[src/rtl/bus_arbiter2.sv]
`default_nettype none
// ----------------------------------------------------------------------------
// Module   : bus_arbiter2
// Purpose  : Two-requester round-robin bus arbiter with stall watchdog.
// Revision : 1.0
// ----------------------------------------------------------------------------
module bus_arbiter2 #(
    parameter int AW      = 32,
    parameter int DW      = 32,
    parameter int TIMEOUT = 255
) (
    input  logic          clk,
    input  logic          rst,
    input  logic [AW-1:0] m0_addr,
    input  logic [2:0]    m0_size,
    input  logic          m0_valid,
    input  logic          m0_write,
    input  logic [DW-1:0] m0_wdata,
    output logic [DW-1:0] m0_rdata,
    output logic          m0_ready,
    input  logic [AW-1:0] m1_addr,
    input  logic [2:0]    m1_size,
    input  logic          m1_valid,
    input  logic          m1_write,
    input  logic [DW-1:0] m1_wdata,
    output logic [DW-1:0] m1_rdata,
    output logic          m1_ready,
    output logic [AW-1:0] s_addr,
    output logic [2:0]    s_size,
    output logic          s_valid,
    output logic          s_write,
    output logic [DW-1:0] s_wdata,
    input  logic [DW-1:0] s_rdata,
    input  logic          s_ready,
    output logic [1:0]    grant,
    output logic          timeout_err
);

    localparam logic [1:0] c_IDLE    = 2'd0;
    localparam logic [1:0] c_BUSY0   = 2'd1;
    localparam logic [1:0] c_BUSY1   = 2'd2;
    localparam logic [7:0] c_TIMEOUT = 8'(TIMEOUT);

    logic [1:0] r_state;
    logic [1:0] w_next_state;
    logic       r_last;
    logic [7:0] r_cnt;
    logic       r_timeout_err;

    logic w_busy0;
    logic w_busy1;
    logic w_busy;
    logic w_own_valid;
    logic w_wdog;
    logic w_done;
    logic w_enter_busy;

    assign w_busy0     = (r_state == c_BUSY0);
    assign w_busy1     = (r_state == c_BUSY1);
    assign w_busy      = w_busy0 | w_busy1;
    assign w_own_valid = w_busy1 ? m1_valid : m0_valid;

    // A dropped request is an abort, so the watchdog only fires on a live request.
    assign w_wdog = (TIMEOUT != 0) && w_busy && w_own_valid && !s_ready
                    && (r_cnt == c_TIMEOUT);
    assign w_done = w_busy && (s_ready || w_wdog);
    assign w_enter_busy = (w_next_state != c_IDLE) && ((r_state == c_IDLE) || w_done);

    always_ff @(posedge clk or posedge rst) begin
        if (rst) begin
            r_state <= c_IDLE;
        end else begin
            r_state <= w_next_state;
        end
    end

    always_comb begin
        w_next_state = r_state;
        case (r_state)
            c_IDLE: begin
                if (m0_valid && (!m1_valid || r_last)) begin
                    w_next_state = c_BUSY0;
                end else if (m1_valid) begin
                    w_next_state = c_BUSY1;
                end
            end
            c_BUSY0: begin
                if (w_done) begin
                    w_next_state = m1_valid ? c_BUSY1 : c_IDLE;
                end else if (!m0_valid) begin
                    w_next_state = c_IDLE;
                end
            end
            c_BUSY1: begin
                if (w_done) begin
                    w_next_state = m0_valid ? c_BUSY0 : c_IDLE;
                end else if (!m1_valid) begin
                    w_next_state = c_IDLE;
                end
            end
            default: w_next_state = c_IDLE;
        endcase
    end

    always_ff @(posedge clk or posedge rst) begin
        if (rst) begin
            r_last        <= 1'b1;
            r_cnt         <= 8'd0;
            r_timeout_err <= 1'b0;
        end else begin
            if (w_done) begin
                r_last <= w_busy1;
            end
            if (w_wdog) begin
                r_timeout_err <= 1'b1;
            end
            if (w_enter_busy) begin
                r_cnt <= 8'd0;
            end else if (w_busy && !s_ready) begin
                r_cnt <= r_cnt + 8'd1;
            end
        end
    end

    always_comb begin
        s_addr   = '0;
        s_size   = '0;
        s_valid  = 1'b0;
        s_write  = 1'b0;
        s_wdata  = '0;
        m0_rdata = '0;
        m0_ready = 1'b0;
        m1_rdata = '0;
        m1_ready = 1'b0;
        case (r_state)
            c_BUSY0: begin
                s_addr   = m0_addr;
                s_size   = m0_size;
                s_valid  = m0_valid & ~w_wdog;
                s_write  = m0_write;
                s_wdata  = m0_wdata;
                m0_rdata = w_wdog ? '0 : s_rdata;
                m0_ready = s_ready | w_wdog;
            end
            c_BUSY1: begin
                s_addr   = m1_addr;
                s_size   = m1_size;
                s_valid  = m1_valid & ~w_wdog;
                s_write  = m1_write;
                s_wdata  = m1_wdata;
                m1_rdata = w_wdog ? '0 : s_rdata;
                m1_ready = s_ready | w_wdog;
            end
            default: ;
        endcase
    end

    assign grant       = {w_busy1, w_busy0};
    assign timeout_err = r_timeout_err;

endmodule
`default_nettype wire

[config.mk]
export PLATFORM = sky130hd
export DESIGN_NAME = bus_arbiter2
export DESIGN_NICKNAME = d
export VERILOG_FILES = /design/src/rtl/bus_arbiter2.sv
export SDC_FILE = /design/constraint.sdc
export NUM_CORES = 1
export LEC_CHECK = 0
export CORE_AREA = 5 5 119 121
export CTS_CLUSTER_SIZE = 40
export DETAILED_ROUTE_END_ITERATION = 10
export DIE_AREA = 0 0 124 126
export GPL_ROUTABILITY_DRIVEN = 0
export HOLD_SLACK_MARGIN = 0.02
export PLACE_DENSITY = 0.64
export SLEW_MARGIN = 10
export SYNTH_ARGS = -nofsm -noshare
export SYNTH_HDL_FRONTEND = slang
export SYNTH_SLANG_ARGS = --single-unit
export TNS_END_PERCENT = 20
[constraint.sdc]
create_clock -name clk -period 2.19 [get_ports clk]
set_input_delay 0.438 -clock clk [delete_from_list [all_inputs] [get_ports clk]]
set_output_delay 0.438 -clock clk [all_outputs]
set_load 0.02 [all_outputs]
==> run summary <==
The number of hold violations in the final report is 0, and the number of max-cap violations is 0. The tools report the maximum frequency from static timing analysis as 412 MHz. The first routing iteration left 201 violations. The initial antenna violation count was 0; the mean post-synth cell area was 7.24 um^2. On the final layout, the worst clock skew is 0.00161 ns. The via count of the first global-routing pass is 3796. The kind of cell adding the most delay to the critical path is buffers and inverters. After floorplanning, the core was sized to cover 13000 um^2. The total power after layout is 6160 uW.

For the number of filler cells placed in the layout, the log shows 1279. Among all flip-flop cells after synthesis, the most frequent one is sky130_fd_sc_hd__dfrtp_1. The flow ran to the end, but the final reports show violations.

In this run the vertical extent of the chip is 126 um. Ranked by total cell area, the synthesized netlist is headed by sky130_fd_sc_hd__a22oi_1, sky130_fd_sc_hd__nor2b_1, sky130_fd_sc_hd__and3_1. Clock root buffer: sky130_fd_sc_hd__clkbuf_16. Dividing the detail-routed via count by the number of cells gives 4.69.

For the total CTS buffers, the log shows 3. Cell count after synthesis: 318. The die extent in x is 124 um. Once placement finished, the instance area stood at 5900 um^2.

In the layout the commonest cells are sky130_fd_sc_hd__clkdlybuf4s50_1, sky130_fd_sc_hd__buf_4, sky130_fd_sc_hd__nor2b_1, sky130_fd_sc_hd__a22oi_1, sky130_fd_sc_hd__buf_6. TritonCTS built the clock tree. The global-route usage over all layers was 0.173; the wire length reported by the detailed router was 16000 um. The proportion of register bits with asynchronous set or reset after synthesis came out at 1.00.

In this run the worst path has a maximum fanout of 9. Worst slew slack as a fraction of its limit: 0.669. In this run the power density over the cells is 983 nW/um^2. Relative to the synthesized area, the layout overhead comes to 172%. The number of register bits inferred by synthesis is 12, and the maximum buffer depth of the clock tree is 2. For the worst setup path, the data required time is 1.75 ns. The buffer and inverter count on the worst path is 4. The slowest stage of the critical path is the sky130_fd_sc_hd__dfrtp_1 cell. The fraction of post-synthesis cell area in the top cell type by area was 0.222. The share of post-route cells with drive strength above 1 was 0.396.

Setup repair after global routing could not meet its margin everywhere. For the count of pins over their slew limit, the log shows 0. In the routed design, unresolved DRC markers number 0. The logs give 311 for the total I/O pin count and 35 for the number of unique standard cell types used by synthesis. The synthesized netlist occupies a cell area of 2300 um^2. The final instance area was 6270 um^2; the number of nets at the end of the flow was 817. The category of the worst setup path capture point is a primary output. The worst setup path is of the reg2out kind. The delay of the slowest cell on the worst path was 0.39 ns; the total overflow reported by the global router was 0. The cell type with the largest total area after synthesis was sky130_fd_sc_hd__a22oi_1. For the H-tree depth, the log shows 1. The floorplan step defined a die boundary enclosing 15600 um^2. The cell row count is 42. The class of the tightest hold or removal check is reg2reg. Detailed placement ended at an HPWL of 12000 um. Counting every net in the synthesized netlist gives 497.

Entering global routing, the biggest net connects 64 pins. The run gives -0.236 ns as the post-route worst setup slack. The wire length of the first global-routing pass is 21300 um. The initial core utilization is 0.177. Critical path startpoint category: a flop.

At the pin with the least slew margin, the transition time is 0.496 ns. In this run the static leakage power is 0.00274 uW. The tools report the number of diodes added for antenna fixing as 0. The number of warnings reported in the yosys synthesis log was 0.

For this block, the via count after detailed routing is 3815. After clock tree synthesis, the flow added hold-fix buffers numbering 0. The pre-CTS setup slack is -0.642 ns, and the final antenna-violating net count is 0. Fraction of the cycle the final worst path needs: 1.11. Setup violations remaining at the end of the flow were counted as 76.

For the clock latency reported for the late side of the worst-skew pair, the log shows 0.24 ns. The checks that failed: setup timing. The worst-case IR drop observed on VDD is 0.476 mV.

The tree built by TritonCTS fans out to 12 sinks. First-pass iteration count of the detailed router: 4. In the final routed layout, each cell accounts on average for 19.6 um. Walking the worst path, the cells encountered are inv_2 > ha_4 > mux2_4 > nand4_4 > clkbuf_16 > buf_12 > and3_1 > buf_6. The clock transition at the register clock pins on the worst setup and hold paths after CTS was 0.04 ns. The routed design could run at a clock period as short as 2.43 ns. The proportion of synthesized chip area in sequential cells was 0.131; the number of input and output port buffers inserted was 310.

The worst endpoint data arrival time was 1.99 ns. The library cell used most frequently in the layout, excluding fill and tap cells, is sky130_fd_sc_hd__clkdlybuf4s50_1. The synthesized design contains 0 enable-type register cells.
==> power breakdown <==
part,switching [uW],total [uW],leakage [uW],internal (uW)
clock network,97.6,343,0.0000382,245
registers,31.6,300,0.000159,268
logic,2790,5520,0.00255,2730
==> flip-flops by register name, indices dropped and copies added, names as in the netlist <==
register and flops:
timeout_err 1, r_state 2, r_cnt 8, r_last 1
==> through the flow <==
step	cells	hold slack, ns	utilization	TNS, ns
5_1_grt	813	0.504	0.483	-23.41
3_3_place_gp	797	0.453	0.455	-51.12
4_1_cts	802	0.472	0.437	-15.23
6_report	813	0.473	0.483	-13.97
3_5_place_dp	797	0.458	0.455	-55.03
2_1_floorplan	318	0.302	-	-0.858
==> what timing repair did <==
action | CTS | global route
endpoints found under the setup margin | 137 | 144
gates resized for setup | 570 | 198
setup buffers | 0 | 3
gates cloned | 1 | 8
pin swaps | 1 | 12
==> cell type report <==
type,count,area (um^2),area share
Clock buffer,4,78.8,0.0126
Inverter,5,18.8,0.00299
Multi-Input combinational cell,261,2110,0.337
Sequential cell,12,303,0.0483
Tap cell,176,220,0.0351
Timing Repair Buffer,355,3540,0.564
==> per-layer routing <==
layer / vias to the layer above / GRT usage / wire length, um
li1: 1808 / - / -
met1: 1794 / 0.188 / 5760
met2: 195 / 0.329 / 8550
met3: 18 / 0.0439 / 1350
met4: 0 / 0.0425 / 302
met5: - / 0 / 0
==> synth_stat cells, drive strengths merged (2+ instances only) <==
cell type,n
a22oi,68
and3,68
nor2b,68
clkbuf,35
dfrtp,11
nor2,10
nand2,8
ha,6
xor2,6
buf,5
inv,5
nand4,4
nand3,3
a21boi,2
a221oi,2
a32o,2
mux2,2
mux2i,2
o21ai,2
==> worst register-to-register path: cells and delay by family (launching register included) <==
family                   cells  cell delay [ns]
AO/OA/AOI/OAI                2             0.42
adder cells (fa/ha/maj)      1             0.26
buffers and inverters        4             0.51
flip-flops                   1             0.40
AND/OR/NAND/NOR              3             0.46
==> logic make-up (layout without fill, tap and decap cells) <==
| family | count (synthesis) | in the layout | share of synthesized area |
|---|---|---|---|
| AOI/OAI and AO/OA | 80 | 80 | 0.272 |
| xor gates and xnor gates | 7 | 7 | 0.0266 |
| adders and majority gates | 6 | 6 | 0.0326 |
| buffers and inverters | 45 | 364 | 0.0820 |
| DFF | 12 | 12 | 0.131 |
| muxes | 4 | 4 | 0.0201 |
| and+or+nand+nor | 164 | 164 | 0.436 |
==> final timing paths <==
check,start,slack [ns],endpoint,cells after the start
max in group asynchronous,rst,1.31,r_state[1],2
hold / removal,timeout_err,0.47,timeout_err,1
hold reg to reg,timeout_err,0.47,timeout_err,1
setup / recovery,r_state[0],-0.24,m0_rdata[13],8
min in group asynchronous,rst,0.52,r_cnt[3],2
setup reg to reg,r_state[1],0.06,r_cnt[0],10
Note: power is estimated with default switching activity, not from simulation.
